File: src/rtl/usb_pkg.sv
// Shared definitions for the USB FIFO bridge transmit path.
//   USB_BYTE_W         : width of one stream byte
//   DEF_FIFO_BUS_WIDTH : default packed word width in bytes
//   pack_state_e       : packer FSM states
//   be_from_count(n)   : mask with the n low bits set
package usb_pkg;

  localparam int unsigned USB_BYTE_W         = 8;
  localparam int unsigned DEF_FIFO_BUS_WIDTH = 4;
  localparam int unsigned USB_MAX_BUS_W      = 64;

  typedef enum logic {
    FILL = 1'b0,
    HOLD = 1'b1
  } pack_state_e;

  // Byte-enable mask for a word holding n bytes from lane 0 upward.
  function automatic logic [USB_MAX_BUS_W-1:0] be_from_count(input int unsigned n);
    logic [USB_MAX_BUS_W-1:0] be;
    be = '0;
    for (int unsigned i = 0; i < USB_MAX_BUS_W; i++) begin
      be[i] = (i < n);
    end
    return be;
  endfunction

endpackage

File: src/rtl/usb_word_reg.sv
// Output register for packed words with a valid/ready handshake.
//   clk_i, rst_i      : clock, asynchronous active-high reset
//   in_valid_i        : a closed word is offered for loading
//   in_data_i/be_i/last_i : offered word payload
//   out_free_c_o      : register empty or being drained this cycle (combinational)
//   m_data_o/be_o/last_o/valid_o, m_ready_i : downstream handshake
module usb_word_reg
  import usb_pkg::*;
#(
  parameter int unsigned BYTES = DEF_FIFO_BUS_WIDTH
) (
  input  logic                          clk_i,
  input  logic                          rst_i,
  input  logic                          in_valid_i,
  input  logic [BYTES*USB_BYTE_W-1:0]   in_data_i,
  input  logic [BYTES-1:0]              in_be_i,
  input  logic                          in_last_i,
  output logic                          out_free_c_o,
  output logic [BYTES*USB_BYTE_W-1:0]   m_data_o,
  output logic [BYTES-1:0]              m_be_o,
  output logic                          m_last_o,
  output logic                          m_valid_o,
  input  logic                          m_ready_i
);

  localparam int unsigned DW = BYTES * USB_BYTE_W;

  logic          valid_q, valid_d;
  logic [DW-1:0] data_q, data_d;
  logic [BYTES-1:0] be_q, be_d;
  logic          last_q, last_d;

  assign out_free_c_o = !valid_q || m_ready_i;

  // Payload only changes on a load, so it stays stable while stalled.
  always_comb begin
    valid_d = valid_q;
    data_d  = data_q;
    be_d    = be_q;
    last_d  = last_q;
    if (out_free_c_o) begin
      valid_d = in_valid_i;
      if (in_valid_i) begin
        data_d = in_data_i;
        be_d   = in_be_i;
        last_d = in_last_i;
      end
    end
  end

  always_ff @(posedge clk_i or posedge rst_i) begin
    if (rst_i) begin
      valid_q <= 1'b0;
      data_q  <= '0;
      be_q    <= '0;
      last_q  <= 1'b0;
    end else begin
      valid_q <= valid_d;
      data_q  <= data_d;
      be_q    <= be_d;
      last_q  <= last_d;
    end
  end

  assign m_valid_o = valid_q;
  assign m_data_o  = data_q;
  assign m_be_o    = be_q;
  assign m_last_o  = last_q;

endmodule

File: src/rtl/usb_tx_packer.sv
// Packs a byte stream little-endian into FIFO_BUS_WIDTH-byte words with byte
// enables. Words close on a full word, s_last, flush_req or an idle timeout.
//   tx_clk, rst_glbl            : clock, asynchronous active-high reset
//   s_data/s_valid/s_last/s_ready : input byte stream
//   flush_req                   : close the current partial word
//   m_data/m_be/m_last/m_valid/m_ready : packed word output
//   stat_words                  : wrapping count of words handed over
module usb_tx_packer
  import usb_pkg::*;
#(
  parameter int unsigned FIFO_BUS_WIDTH = DEF_FIFO_BUS_WIDTH,
  parameter int unsigned FLUSH_TIMEOUT  = 256
) (
  input  logic                               tx_clk,
  input  logic                               rst_glbl,
  input  logic [USB_BYTE_W-1:0]              s_data,
  input  logic                               s_valid,
  input  logic                               s_last,
  output logic                               s_ready,
  input  logic                               flush_req,
  output logic [FIFO_BUS_WIDTH*USB_BYTE_W-1:0] m_data,
  output logic [FIFO_BUS_WIDTH-1:0]          m_be,
  output logic                               m_last,
  output logic                               m_valid,
  input  logic                               m_ready,
  output logic [31:0]                        stat_words
);

  localparam int unsigned W  = FIFO_BUS_WIDTH;
  localparam int unsigned DW = W * USB_BYTE_W;
  localparam int unsigned CW = $clog2(W + 1);
  localparam int unsigned TW = $clog2(FLUSH_TIMEOUT + 1);

  pack_state_e state_q, state_d;
  logic [DW-1:0] acc_q, acc_d;
  logic [CW-1:0] cnt_q, cnt_d;
  logic          last_q, last_d;
  logic [TW-1:0] timer_q, timer_d;
  logic          ready_q, ready_d;
  logic [31:0]   stat_q, stat_d;

  logic          accept;
  logic          close;
  logic          timeout;
  logic [DW-1:0] fill_acc;
  logic [CW-1:0] fill_cnt;
  logic          word_valid;
  logic [DW-1:0] word_data;
  logic [W-1:0]  word_be;
  logic          word_last;
  logic          out_free;

  // Packing FSM, idle timer and word hand-off to the output register.
  always_comb begin
    state_d    = state_q;
    acc_d      = acc_q;
    cnt_d      = cnt_q;
    last_d     = last_q;
    timer_d    = timer_q;
    accept     = s_valid && ready_q;
    close      = 1'b0;
    timeout    = 1'b0;
    fill_acc   = acc_q;
    fill_cnt   = cnt_q;
    word_valid = 1'b0;
    word_data  = acc_q;
    word_be    = W'(be_from_count(32'(cnt_q)));
    word_last  = last_q;

    case (state_q)
      FILL: begin
        for (int unsigned k = 0; k < W; k++) begin
          if (accept && cnt_q == CW'(k)) fill_acc[k*USB_BYTE_W +: USB_BYTE_W] = s_data;
        end
        if (accept) fill_cnt = cnt_q + CW'(1);
        timeout = !accept && (cnt_q != '0) && (timer_q == TW'(FLUSH_TIMEOUT - 1));
        // A flush with a byte arriving the same cycle still closes, including that byte.
        close = (accept && (cnt_q == CW'(W - 1) || s_last)) ||
                (flush_req && fill_cnt != '0) || timeout;
        if (close) begin
          word_data = fill_acc;
          word_be   = W'(be_from_count(32'(fill_cnt)));
          word_last = accept && s_last;
          timer_d   = '0;
          if (out_free) begin
            word_valid = 1'b1;
            acc_d      = '0;
            cnt_d      = '0;
            last_d     = 1'b0;
          end else begin
            // Park the closed word in the accumulator until the output drains.
            acc_d   = fill_acc;
            cnt_d   = fill_cnt;
            last_d  = accept && s_last;
            state_d = HOLD;
          end
        end else begin
          acc_d = fill_acc;
          cnt_d = fill_cnt;
          if (accept) timer_d = '0;
          else if (cnt_q != '0) timer_d = timer_q + TW'(1);
        end
      end
      HOLD: begin
        word_valid = 1'b1;
        if (out_free) begin
          acc_d   = '0;
          cnt_d   = '0;
          last_d  = 1'b0;
          state_d = FILL;
        end
      end
      default: state_d = FILL;
    endcase

    ready_d = (state_d == FILL);
    stat_d  = stat_q + 32'(m_valid && m_ready);
  end

  always_ff @(posedge tx_clk or posedge rst_glbl) begin
    if (rst_glbl) begin
      state_q <= FILL;
      acc_q   <= '0;
      cnt_q   <= '0;
      last_q  <= 1'b0;
      timer_q <= '0;
      ready_q <= 1'b0;
      stat_q  <= '0;
    end else begin
      state_q <= state_d;
      acc_q   <= acc_d;
      cnt_q   <= cnt_d;
      last_q  <= last_d;
      timer_q <= timer_d;
      ready_q <= ready_d;
      stat_q  <= stat_d;
    end
  end

  usb_word_reg #(
    .BYTES(W)
  ) u_word_reg (
    .clk_i        (tx_clk),
    .rst_i        (rst_glbl),
    .in_valid_i   (word_valid),
    .in_data_i    (word_data),
    .in_be_i      (word_be),
    .in_last_i    (word_last),
    .out_free_c_o (out_free),
    .m_data_o     (m_data),
    .m_be_o       (m_be),
    .m_last_o     (m_last),
    .m_valid_o    (m_valid),
    .m_ready_i    (m_ready)
  );

  assign s_ready    = ready_q;
  assign stat_words = stat_q;

endmodule
File: config.mk
export PLATFORM = sky130hd
export DESIGN_NAME = usb_tx_packer
export DESIGN_NICKNAME = d
export VERILOG_FILES = /design/src/rtl/usb_pkg.sv /design/src/rtl/usb_word_reg.sv /design/src/rtl/usb_tx_packer.sv
export SDC_FILE = /design/constraint.sdc
export NUM_CORES = 1
export LEC_CHECK = 0
export CELL_PAD_IN_SITES_DETAIL_PLACEMENT = 0
export CELL_PAD_IN_SITES_GLOBAL_PLACEMENT = 2
export CORE_MARGIN = 10
export CORE_UTILIZATION = 36
export DETAILED_ROUTE_END_ITERATION = 8
export PLACE_DENSITY_LB_ADDON = 0.12
export SKIP_CTS_REPAIR_TIMING = 1
export SLEW_MARGIN = 40
export SYNTH_ARGS = -nofsm -noshare
export SYNTH_HDL_FRONTEND = slang
export SYNTH_HIERARCHICAL = 1
export SYNTH_SLANG_ARGS = --single-unit
File: constraint.sdc
create_clock -name tx_clk -period 4.3 [get_ports tx_clk]
set_clock_uncertainty 0.1 [all_clocks]
set_input_delay 1.29 -clock tx_clk [delete_from_list [all_inputs] [get_ports tx_clk]]
set_output_delay 1.29 -clock tx_clk [all_outputs]
set_load 0.02 [all_outputs]
==> results of run 1 <==
[stage by stage]
step                power, mW  util, %  instances
floorplan                2.56        -        476
detailed placement       3.07     43.9        762
global placement         3.06     43.9        762
global route             4.56     47.4        792
CTS                      4.38     47.4        792
finish                   4.31     47.4        792
[registers in the layout, summed over array words and instances (netlist names)]
signal,count
acc_q,32
cnt_q,3
last_q,1
s_ready,1
stat_words,32
state_q,1
timer_q,9
u_word_reg/m_be_o,4
u_word_reg/m_data_o,32
u_word_reg/m_last_o,1
u_word_reg/m_valid_o,1
[path summary, 6_finish.rpt]
| path | from | end | slack [ns] | cells after the start |
|---|---|---|---|---|
| max reg2reg | cnt_q[0] | u_word_reg/m_data_o[13] | 0.97 | 8 |
| max | s_valid | u_word_reg/m_data_o[13] | 0.77 | 7 |
| min in group asynchronous | rst_glbl | stat_words[30] | 1.19 | 2 |
| min | stat_words[31] | stat_words[31] | 0.37 | 1 |
| min reg2reg | stat_words[31] | stat_words[31] | 0.37 | 1 |
| max in group asynchronous | rst_glbl | u_word_reg/m_data_o[30] | 2.12 | 3 |
[cell families (layout without fill, tap and decap cells)]
family                     count (synthesis)  in the layout  share of synthesized area [%]
xor gates and xnor gates                  33             33                           5.07
DFF                                      117            117                           51.4
muxes                                     79             79                           17.4
AOI/OAI and AO/OA                         57             57                           6.44
buffers and inverters                     31            136                           3.51
adders and majority gates                  7              7                           1.54
and+or+nand+nor                          152            152                           14.6
[cell type report]
cell class,instances,area share [%]
clock inverters,4,0.275
inverters,13,0.738
multi-input cells,328,35.2
well taps,211,3.62
flip-flops and latches,117,40.2
clock buffers,26,7.13
repair buffers,93,12.8
[cells in the mapped netlist (all sizes together) (2+ instances only)]
library cell	count
xnor2	27
nor2b	14
nor3	4
and3	13
clkbuf	4
nand4	6
nand2	41
nor4	4
mux2	70
inv	13
a21oi	22
and2	3
ha	7
buf	14
a211o	3
nand2b	3
nand3	36
mux2i	9
nor2	21
and4	2
a22o	5
xor2	6
dfrtp	117
o21ai	16
a21o	3
[metal layers]
metal	track usage (%)	vias up
met5	0	-
met4	3.79	0
met1	17.2	1933
li1	-	1866
met2	19.9	64
met3	3.91	6
[cell usage in the layout (no fill, tap or decap), types with 3 or more instances in the layout]
cell and n:
ha_1 7, mux2_2 20, and2_1 3, xnor2_1 27, o21ai_0 13, nor2_1 20
nand2_1 39, dfrtp_1 117, clkinv_2 4, xor2_1 6, o21ai_1 3, a211o_1 3
clkdlybuf4s50_1 84, mux2_4 30, mux2i_1 9, nand4_1 6, and3_1 12, a21oi_1 21
buf_4 7, mux2_1 20, a21o_1 3, nor2b_1 14, clkbuf_8 6, inv_1 11
nand3_1 34, clkbuf_16 17, nor3_1 3, a22o_1 5, clkbuf_1 3
[power by group]
part           leakage (nW)  internal (mW)  switching [mW]
registers              1.59           1.31           0.181
clock network         0.272          0.817           0.461
logic                  1.56          0.725           0.813
[critical path, cell delays in order]
cell	delay [ns]
clkdlybuf4s50_1	0.53
and3_1	0.22
mux2i_1	0.34
a211o_1	0.34
nand2b_1	0.33
mux2_1	0.41
mux2_4	0.26
==> metrics.md, run 1 <==
| Metric | Value |
|---|---|
| Status | `completed` |
| Met3 wire len | `472 µm` |
| Initial antenna violation count | `0` |
| Die height | `146 µm` |
| Max Fclk | `283 MHz` |
| Starting Density | `37.1%` |
| Hold Slack | `0.374 ns` |
| DRT Pass-1 Iters | `4` |
| Yosys top cell by area | `dfrtp_1` |
| # setup viols final | `0` |
| Vias in the first global route | `4019` |
| Share of the cycle needed by the critical path after routing | `82.2%` |
| Vias per cell | `4.89` |
| CTS root buf | `clkbuf_16` |
| Largest net degree at the start of global routing | `49` |
| FF/Latch Area | `2930 µm²` |
| RSZ-0062 raised after global routing | `no` |
| CP required | `4.49 ns` |
| Number of diodes | `0` |
| Clock slew at reported path FFs | `0.05 ns` |
| Synthesized instance count | `476` |
| Mapped Nets | `497` |
| Worst-margin pin slew | `0.803 ns` |
| Critical Path Source Type | `input pin` |
| CP Class | `in -> reg` |
| Distinct cell type count after synthesis | `55` |
| Pre-CTS WS | `0.356 ns` |
| Power per Cell Area | `592 nW/µm²` |
| Final slew viol count | `0` |
| Antenna viol nets, final | `0` |
| Hold Crit Class | `reg -> reg` |
| Wire length per cell | `17.0 µm` |
| Clock Tree Buf Depth | `2` |
| H-Tree Depth | `4` |
| Filler instances | `1438` |
| Buffers on Ports | `84` |
| Placed wire-length estimate | `9430 µm` |
| Final #Nets | `591` |
| Top_reg_cell synth | `dfrtp_1` |
| CTS tree | `done` |
| Syn-to-layout area delta | `27.9%` |
| Synthesized flop and latch total | `117` |
| Synth Area per Inst | `12.0 µm²` |
| Top Layer Used | `met4` |
| Sink Count | `117` |
| Post-synth ARST share | `100%` |
| Setup WS post-layout | `0.766 ns` |
| Sequential share of the synthesized area | `51.4%` |
| First-pass GRT wire length | `22300 µm` |
| Final WL | `13400 µm` |
| Worst-path maximum fanout | `8` |
| Post-route setup TNS | `0 ns` |
| Core area | `15400 µm²` |
| DRC viols | `0` |
| Syn. warnings | `6` |
| Period minus WS final | `3.53 ns` |
| FP Rows | `45` |
| Finished layout cell area | `7290 µm²` |
| GRT Residual Overflow | `0` |
| Peak supply drop | `297 µV` |
| Routed wl met2 | `6300 µm` |
| Footprint of the multi-input gates | `2570 µm²` |
| Rel. slew slack | `46.0%` |
| Worst path arrival time | `3.72 ns` |
| Via count | `3869` |
| Post-Route M1 WL | `6560 µm` |
| Worst-Skew Late Latency | `0.41 ns` |
| Leakage | `3.42 nW` |
| Top Ports | `85` |
| Syn Std Cell Area | `5700 µm²` |
| Crit. End Element | `flop` |
| Die X | `146 µm` |
| GRT Total Usage | `13.0%` |
| Share of cells above drive strength 1 | `17.6%` |
| TritonCTS buffer count | `17` |
| Post-synth EDFFs | `0` |
| DIE AREA | `21300 µm²` |
| Gp weighted congestion | `0.778` |
| Placed cell area | `6750 µm²` |
| Max cap viols | `0` |
| Iteration-0 DRC Markers | `166` |
| Post-synth top area share | `51.4%` |
| Synth top area cells | `dfrtp_1 51%, mux2_4 7.9%, xnor2_1 4.2%` |
| Final Hold Vio Count | `0` |
Note: power is estimated with default switching activity, not from simulation.
==> inputs of run 2 (changes only) <==
- clock period: 4.3 -> 3.4 ns (I/O delays scaled with it)
==> metrics.md, run 2 (synthesis gave the netlist of run 1 again) <==
| Metric | Value |
|---|---|
| Status | `completed` |
| Iteration-0 DRC Markers | `177` |
| Vias in the first global route | `4203` |
| CTS root buf | `clkbuf_16` |
| Final design utilization | `49.0%` |
| Placed wire-length estimate | `9200 µm` |
| GRT Residual Overflow | `0` |
| Via count | `3962` |
| CTS tree | `done` |
| Worst stage delay on the critical path | `0.42 ns` |
| Busiest grt layer | `met2` |
| Vias per cell | `4.89` |
| Most common cell after layout, fill and taps aside | `dfrtp_1` |
| CP Class | `reg -> reg` |
| DRC viols | `0` |
| Power per Cell Area | `767 nW/µm²` |
| Grt met1 use | `15.7%` |
| Leakage | `3.55 nW` |
| Syn-to-layout area delta | `32.3%` |
| Worst-path maximum fanout | `8` |
| First-pass GRT wire length | `22400 µm` |
| Worst path arrival time | `3.38 ns` |
| Worst-Skew Late Latency | `0.41 ns` |
| Placed cell area | `6920 µm²` |
| Commonest non-fill, non-tap cells in the layout | `117 x dfrtp_1, 84 x clkdlybuf4s50_1, 39 x nand2_1` |
| Period minus WS final | `3.18 ns` |
| DRT Pass-1 Iters | `4` |
| Share of cells above drive strength 1 | `20.2%` |
| Sum of buffers and inverters on the critical path | `2` |
| Top Ports | `85` |
| H-Tree Depth | `4` |
| TritonCTS buffer count | `17` |
| Core area | `15400 µm²` |
| Total power | `5.78 mW` |
| Most Frequent Cell on Critical Path | `and3_1` |
| Number of diodes | `0` |
| Max cap viols | `0` |
| Finished layout cell area | `7530 µm²` |
| Hold Crit Class | `reg -> reg` |
| Initial antenna violation count | `0` |
| Share of the cycle needed by the critical path after routing | `93.7%` |
| Antenna viol nets, final | `0` |
| # setup viols final | `0` |
| Met3 GRT Util | `4.47%` |
| Max Fclk | `314 MHz` |
| Rel. slew slack | `64.7%` |
| Buffers on Ports | `84` |
| Final slew viol count | `0` |
| Slowest CP cell | `a211o_1` |
| Starting Density | `37.1%` |
| Final #Nets | `608` |
| Final WL | `13500 µm` |
| Crit path cell chain | `ha_1 -> and3_1 -> and3_1 -> and3_1 -> ha_1 -> inv_1 -> o21ai_1 -> a211o_1 -> buf_4 -> nand3_4 -> mux2_1 -> mux2_4` |
| Wire length per cell | `16.7 µm` |
| Top Family by Delay on Critical Path | `simple AND/OR/NAND/NOR gates` |
| Crit. End Element | `flop` |
| Die height | `146 µm` |
| Die X | `146 µm` |
| Largest net degree at the start of global routing | `80` |
| Worst-margin pin slew | `0.526 ns` |
| Clock Tree Buf Depth | `2` |
| Hold Slack | `0.367 ns` |
| Filler instances | `1428` |
| GRT Total Usage | `13.0%` |
| Clock slew at reported path FFs | `0.05 ns` |
| Sink Count | `117` |
| Gp weighted congestion | `0.721` |
| Peak supply drop | `373 µV` |
| RSZ-0062 raised after global routing | `no` |
| CP required | `3.60 ns` |
| FP Rows | `45` |
| Critical Path Source Type | `flop` |
| Final Hold Vio Count | `0` |
| Met2 usage | `21.1%` |
| DIE AREA | `21300 µm²` |
[run 2: cell count changes in the layout (fill, tap and decap cells not counted), sizes merged]
| cell | change |
|---|---|
| buf | +17 |
| bufinv | +3 |
| clkbuf | -2 |
| clkinvlp | +1 |
[run 2: layout make-up]
cell class                      count  area [µm²]  share of cell area (%)
Clock buffer                       24         492                    6.53
Tap cell                          211         264                    3.50
Inverter                           13        50.0                   0.664
Sequential cell                   117        2930                    38.9
Clock inverter                      8         121                    1.61
Timing Repair Buffer              110        1110                    14.7
Multi-Input combinational cell    328        2570                    34.1
[run 2: final timing paths]
check                          startpoint                      end  slack [ns]  cells past startpoint
max in group asynchronous        rst_glbl  u_word_reg/m_data_o[30]        1.83                      3
min                        stat_words[31]           stat_words[31]        0.37                      1
max reg2reg                    timer_q[0]  u_word_reg/m_data_o[16]        0.22                     12
min reg2reg                stat_words[31]           stat_words[31]        0.37                      1
min in group asynchronous        rst_glbl                acc_q[12]        0.96                      3
max                            timer_q[0]  u_word_reg/m_data_o[16]        0.22                     12
[run 2: through the flow]
stage          setup slack, ns  TNS [ns]  instances
2_1_floorplan            0.257         0        476
3_3_place_gp            -0.141     -4.41        779
3_5_place_dp            -0.165     -4.82        779
4_1_cts                  0.191         0        811
5_1_grt                 0.0621         0        811
6_report                 0.216         0        811
[run 2: report_power, final]
| part | internal (mW) | total (mW) | switching (mW) |
|---|---|---|---|
| registers | 1.66 | 1.85 | 0.192 |
| clock network | 1.23 | 1.85 | 0.618 |
| logic | 1.01 | 2.08 | 1.07 |
| total | 3.90 | 5.78 | 1.88 |
[run 2: routing by layer]
layer	vias up	wire, µm
met1	1968	6290
met5	-	0
li1	1908	-
met2	70	6390
met4	0	242
met3	16	610
